`src/rtl/aes_block_loader.sv`:
```
// Byte-serial loader: assembles 16 bytes into a typed 128-bit block for key
// expansion / cipher datapath, flagging framing errors on the way.
module aes_block_loader #(
  parameter logic [1:0]  TYPE_KEY  = 2'b10,
  parameter logic [1:0]  TYPE_DATA = 2'b01,
  parameter int unsigned CNT_W     = 8
) (
  input  logic             clk,
  input  logic             rst,
  input  logic [7:0]       din,
  input  logic             din_valid,
  input  logic             din_first,
  input  logic [1:0]       din_type,
  output logic             din_ready,
  output logic [127:0]     blk_out,
  output logic [1:0]       blk_type,
  output logic             blk_valid,
  output logic             err,
  output logic [CNT_W-1:0] blk_count
);

  typedef enum logic [1:0] {
    IDLE    = 2'd0,
    COLLECT = 2'd1,
    EMIT    = 2'd2
  } state_t;

  state_t             state_q, state_d;
  logic [3:0]         cnt_q, cnt_d;
  logic [127:0]       asm_q, asm_d;
  logic [1:0]         type_q, type_d;
  logic [127:0]       blk_out_d;
  logic [1:0]         blk_type_d;
  logic               blk_valid_d;
  logic               err_d;
  logic [CNT_W-1:0]   blk_count_d;
  logic               accept;
  logic               type_legal;
  logic [6:0]         byte_lsb;

  assign din_ready  = (state_q != EMIT);
  assign accept     = din_valid && din_ready;
  assign type_legal = (din_type == TYPE_KEY) || (din_type == TYPE_DATA);
  assign byte_lsb   = {cnt_q, 3'b000};

  always_ff @(posedge clk or negedge rst) begin
    if (!rst) begin
      state_q   <= IDLE;
      cnt_q     <= 4'd0;
      asm_q     <= 128'd0;
      type_q    <= 2'b00;
      blk_out   <= 128'd0;
      blk_type  <= 2'b00;
      blk_valid <= 1'b0;
      err       <= 1'b0;
      blk_count <= '0;
    end else begin
      state_q   <= state_d;
      cnt_q     <= cnt_d;
      asm_q     <= asm_d;
      type_q    <= type_d;
      blk_out   <= blk_out_d;
      blk_type  <= blk_type_d;
      blk_valid <= blk_valid_d;
      err       <= err_d;
      blk_count <= blk_count_d;
    end
  end

  // Next-state and registered-output logic; the block is published on the
  // same edge that accepts byte 15, so blk_valid is high during EMIT.
  always_comb begin
    state_d     = state_q;
    cnt_d       = cnt_q;
    asm_d       = asm_q;
    type_d      = type_q;
    blk_out_d   = blk_out;
    blk_type_d  = blk_type;
    blk_valid_d = 1'b0;
    err_d       = 1'b0;
    blk_count_d = blk_count;

    case (state_q)
      IDLE: begin
        if (accept) begin
          if (din_first && type_legal) begin
            asm_d[7:0] = din;
            type_d     = din_type;
            cnt_d      = 4'd1;
            state_d    = COLLECT;
          end else begin
            err_d = 1'b1;
          end
        end
      end
      COLLECT: begin
        if (accept) begin
          if (din_first) begin
            err_d = 1'b1;
            if (type_legal) begin
              asm_d[7:0] = din;
              type_d     = din_type;
              cnt_d      = 4'd1;
            end else begin
              cnt_d   = 4'd0;
              state_d = IDLE;
            end
          end else if (din_type != type_q) begin
            err_d   = 1'b1;
            cnt_d   = 4'd0;
            state_d = IDLE;
          end else begin
            asm_d[byte_lsb +: 8] = din;
            if (cnt_q == 4'd15) begin
              cnt_d       = 4'd0;
              state_d     = EMIT;
              blk_out_d   = asm_d;
              blk_type_d  = type_q;
              blk_valid_d = 1'b1;
              blk_count_d = CNT_W'(blk_count + 1'b1);
            end else begin
              cnt_d = 4'(cnt_q + 4'd1);
            end
          end
        end
      end
      EMIT: begin
        state_d = IDLE;
      end
      default: begin
        state_d = IDLE;
      end
    endcase
  end

endmodule

```
`config.mk`:
```
export PLATFORM = sky130hd
export DESIGN_NAME = aes_block_loader
export DESIGN_NICKNAME = d
export VERILOG_FILES = /design/src/rtl/aes_block_loader.sv
export SDC_FILE = /design/constraint.sdc
export NUM_CORES = 1
export LEC_CHECK = 0
export CORE_MARGIN = 1.5
export CORE_UTILIZATION = 52
export CTS_BUF_LIST = sky130_fd_sc_hd__clkbuf_8
export DETAILED_ROUTE_END_ITERATION = 10
export PLACE_DENSITY = 0.84
export SLEW_MARGIN = 20
export SYNTH_ARGS = -nofsm -noshare
export SYNTH_HDL_FRONTEND = slang
export SYNTH_SLANG_ARGS = --single-unit
```
`constraint.sdc`:
```
create_clock -name clk -period 2.7 [get_ports clk]
set_input_delay 0.54 -clock clk [delete_from_list [all_inputs] [get_ports clk]]
set_output_delay 0.54 -clock clk [all_outputs]
set_load 0.02 [all_outputs]
```
; Word level (Yosys, flattened, before mapping)
; Cells that the tools add are included.
[word_totals]
register_bits = 276
inputBits = 14
out_inout_bits = 141
wordCells = 84
[op_classes]
addsub = 3
n_eq_ne = 15
shift = 2
muxes = 41
bitwise_logic = 2
n_reduce_logical = 11
[op_table]
columns = operator, count
row1 = $bwmux 128, 1
row2 = $shift 8x9->128 const A, 1
row3 = $shiftx 8x9->128, 1
row4 = $mux 8, 6
row5 = $mux 2, 12
row6 = $mux 4, 6
row7 = $pmux 8 s2, 1
row8 = $ne 2x2->1 const B, 6
row9 = $reduce_and 6->1, 2
row10 = $mux 1, 11
row11 = $reduce_and 5->1, 2
row12 = $ne 3x3->1 const B, 3
row13 = $neg 7->9, 1
row14 = $add 8x1->8 const B, 1
row15 = $pmux 2 s2, 2
row16 = $pmux 4 s2, 1
row17 = $reduce_and 4->1, 2
row18 = $add 4x1->4 const B, 1
row19 = $eq 2x1->1 const B, 2
row20 = $eq 4x4->1 const B, 1
row21 = $ne 4x4->1 const B, 1
row22 = $eq 2x2->1 const B, 1
row23 = $logic_and 1x1->1, 2
row24 = $logic_not 2->1, 1
row25 = other kinds (5), 6

; Longest topological paths before layout
[logic_depth]
depth_word = 7
ltp_mapped = 10
mapped_depth_nobuf = 6

; Worst setup path before layout
; OpenSTA, ideal clock, no wires.
[synth_timing]
kind = register -> register
start = reg cnt_q[0]
end = reg asm_q[0]
setup_time_ns = 0.125
arrival_time_ns = 2.734
required_time_ns = 2.575
setup_slack_ns = -0.159
path_stages_with_launch = 10
path_buffers = 3
period_less_slack_ns = 2.859
path_cell_list = dfrtp_1 buf_2 clkbuf_1 inv_1 ha_1 or2_1 or4_1 buf_6 a221oi_4 mux2_2
[synth_via]
elab_chain_cells = 7
elab_cells_between_ends = 8
cone_classes = add/sub: 1 / shift: 2 / mux: 5
[synth_rtl]
columns = item, line
row1 = "start, declared", 29  ; logic [3:0] cnt_q, cnt_d;
row2 = "start signal, assigned", 59  ; cnt_q <= cnt_d;
row3 = $neg 7->9 (*), 113  ; asm_d[byte_lsb +: 8] = din;
row4 = $shiftx 8x9->128 or $shift 8x9->128 (tied branches), 113
row5 = $bwmux 128 (*), 113
row6 = $mux 8 (*), 108  ; end else if (din_type != type_q) begin
row7 = $mux 8 (*), 98  ; if (din_first) begin
row8 = $mux 8 (*), 97  ; if (accept) begin
row9 = $pmux 8 s2 (*), 83  ; case (state_q)
row10 = "end signal, assigned", 60  ; asm_q <= asm_d;
row11 = "end, declared", 30  ; logic [127:0] asm_q, asm_d;
; Mark *: on every way between the ends. The rest lies on a longest branch, timed or not. The select of a mux whose other input is x is not followed.
; A chain may end at the register's enable or synchronous reset.

; Worst setup path in the final report
[layout_timing]
start = reg cnt_q[0]
end = reg asm_q[7]
; Same word-level chain as after synthesis.

==> impl_results.md <==
* Outcome: finished clean
* Critical path class: flop to flop
* Mean post-synth cell area at about 11 um^2
* Most frequent cells after synthesis: dfrtp_1, nand2_1, mux2_2
* Post-detailed-route DRC marker count at 0
* Cell at the root of the clock tree: clkbuf_8
* Die span in x at about 150 um
* Post-CTS Setup Repair Bufs at 0
* Count of cells along the worst register-to-register path at 6
* DIE HEIGHT at roughly 150 um
* Row count at 55
* Number of buffers on the longest clock path at 3
* Wire length of the first global-routing pass at between 40000 and 50000 um
* Net switching power at around 2200 uW
* Initial antenna violation count at 0
* Ant. Diodes at 0
* Count of filler cells inserted in the layout at about 1700
* Worst Setup End Kind: flop
* Remaining number of nets flagged by the antenna check after routing at 0
* Capturing element of the worst setup path: asm_q[7]
* Reg2reg end: asm_q[7]
* WP data arrival at approximately 3.0 ns
* Number of enable flip-flop cells after synthesis at 0
* Largest cells by area after synthesis: dfrtp_1, mux2_2, nand2_1
* Required time of the worst setup path at 3.12 ns
* First DRT Iteration DRCs at roughly 530
* Overall via count from detail_route at 8796
* Detailed-route vias per instance at about 5.7
* Part of the Yosys area used for sequential elements at 0.5817
* Maximum fanout encountered on the critical timing path at 8
* Final slew viol count at 0
* Reg2Reg Launch Point: cnt_q[0]
* Leak pwr at just over 0.007 uW
* Number of top-level pins at roughly 160
* Placer Congestion at between 0.8 and 0.9
* Type of element launching the critical path: flop
* Latest clock arrival within the worst-skew pair at around 0.53 ns
* Slowest cell on crit path: or4_1
* H-tree level count at 2
* Critical path origin: cnt_q[0]
* Slew at the pin closest to its max-slew limit at slightly above 0.8 ns
* Grt ovf at 0
* Tot GR Track Use at 0.2500
* Layout Cell Area excl Fill at around 15000 um^2
* Num CTS Buffers at 43
* Power density of the placed cells at roughly 580 nW/um^2
* Register share of total power at 0.495
* Share of final-layout standard cells stronger than drive strength 1 at 0.1991
* Cell with the most instances after synthesis: dfrtp_1
* Pin count of the biggest net entering global routing at between 100 and 150
* Core occupancy in the finished layout at 0.6625
* Cell count of the worst hold path at 2
* Total wire length after detailed routing at around 29000 um
* Setup repair after global routing missed its margin: false
* Share of total power in the clock network at 0.401
* Clock-pin slew reported for the worst setup and hold paths after clock tree synthesis at approximately 0.060 ns
* Max VDD drop at about 310 uV
* Post-synthesis async set-or-reset flop share at 1.000
* Chain of cells forming the critical path: inv_1, ha_1, or2_1, or4_1, a221oi_4, mux2_2
* Register bit total from synthesis at approximately 280
* Final worst path period need at 2.547 ns
* Minimum hold slack at between 0.4 and 0.5 ns
* Cell area after synthesis at approximately 12000 um^2
* Syn Inst Count at about 1100
* Buffers on Ports at ~150
* Setup slack on the worst flop-to-flop path at roughly 0.15 ns
* Number of warnings printed during yosys synthesis at 0
* Total power draw at between 8000 and 9000 uW
* Synth-to-layout area growth at 25.55%
* Synthesized net count at approximately 1100
* Inst Count DP at roughly 1500
* Total placed instance area at ~14000 um^2
* Hold WC Path Type: flop to flop
* Sink Count at 276
* Number of distinct library cells after synthesis at between 50 and 60
* Area fraction of the dominant cell type after synthesis at 0.5817
* Delay contributed by the slowest stage of the critical path at around 0.53 ns
* Combinational group share of total power at 0.104
* Hold Violations, Final at 0
* Internal power summed over all cells at approximately 6400 uW
* Max-Cap Viols at 0
* Starting utilization of the core area at 0.5277
* Cell type with the largest total area after synthesis: dfrtp_1
* Post-DP HPWL at 19840 um
* Slew margin rel. at 0.4627
* Number of failing setup endpoints in the final timing report at 0
* Routed wire length per instance at 18.59 um
* Final worst path period share at 0.9432
* First-pass iteration count of the detailed router at 6
* TritonCTS clock tree: built
* Ys flop type: dfrtp_1
* Final cell count without fillers at between 1500 and 2000
* Number of global-route vias before repair at around 8900
* Final Net Count at roughly 1300
* Clock Skews at about 0.014 ns
* Switching power share of the total at 0.2561
* Die area at ~24000 um^2
* Maximum clock frequency at 392.7 MHz
* Floorplan core area at roughly 23000 um^2
worst max-delay path, delay by kind of cell, from the launching register on:
kind            cells  cell delay [ns]
fa+ha+maj           1             0.31
mux                 1             0.40
compound gates      1             0.51
simple gates        2             0.81
buf+inv             1             0.05
flops               1             0.36
flip-flops by register name, indices dropped and copies added, names as in the netlist:
signal and count:
asm_q 128, blk_count 8, blk_out 128, blk_type 2, blk_valid 1, cnt_q 4
err 1, state_q 2, type_q 2
cells in the final DEF, fill, tap and decap left out, drive strengths merged, types with 2 or more instances in the layout:
cell	count
dfrtp	276
nand2	198
clkdlybuf4s50	153
mux2	129
buf	58
clkbuf	55
nor2	54
o21ai	52
mux2i	49
a31oi	32
nand4	25
inv	24
nand3	21
a21oi	20
o31ai	16
and2	16
and3	12
xnor2	10
and3b	9
nand2b	5
ha	5
clkinv	5
nand3b	4
or4	4
nor3	4
a211oi	3
xor2	2
o21a	2
a211o	2
o211ai	2
o22ai	2
o211a	2
and4	2
cell type report:
class / count / area, um^2 / share of cell area
Multi-Input combinational cell: 698 / 4668 / 0.3131
Inverter: 10 / 40.04 / 0.002686
Clock inverter: 20 / 103.9 / 0.006966
Tap cell: 285 / 356.6 / 0.02392
Timing Repair Buffer: 212 / 2076 / 0.1392
Clock buffer: 55 / 757.0 / 0.05078
Sequential cell: 276 / 6907 / 0.4633
worst min path at each step:
stage | start | to | slack (ns)
after CTS | asm_q[60] | blk_out[60] | 0.47
after floorplan | rst | asm_q[0] | 0.24
after global routing | asm_q[60] | blk_out[60] | 0.49
final | asm_q[61] | blk_out[61] | 0.47
after global placement | asm_q[61] | blk_out[61] | 0.45
after detailed placement | asm_q[51] | blk_out[51] | 0.45
metrics by stage:
step / setup TNS [ns] / setup WS, ns
3_5_place_dp: -1.849 / -0.1120
6_report: 0 / 0.1534
5_1_grt: 0 / 0.05087
2_1_floorplan: 0 / 0.01107
3_3_place_gp: 0 / 0.03941
4_1_cts: 0 / 0.06831
timing repair:
action                                 CTS  global route
endpoints found under the hold margin   61             0
resized for setup                        0             0
hold buffers                             1             0
logic make-up (layout without fill, tap and decap cells):
group           count (synthesis)  count (layout)  share of synthesized area
mux                           178             178                     0.1636
simple gates                  363             363                     0.1411
flops                         276             276                     0.5817
buf+inv                        78             297                    0.02645
fa+ha+maj                       5               5                   0.005269
compound gates                140             140                    0.07302
xor+xnor                       12              12                   0.008851
power groups by stage:
stage	combinational (uW)	clock [uW]	sequential, uW
6_report	904	3480	4290
5_1_grt	977	3760	4290
4_1_cts	890	3540	4290
3_5_place_dp	885	0	4360
3_3_place_gp	858	0	4350
2_1_floorplan	524	0	4350
routing by layer:
layer  track usage  part of all wire
met2        0.4169              0.48
met4       0.08276             0.026
met3       0.04876             0.062
met1        0.3302              0.43
met5             0                 0
Power figures use the tool's default switching activity.
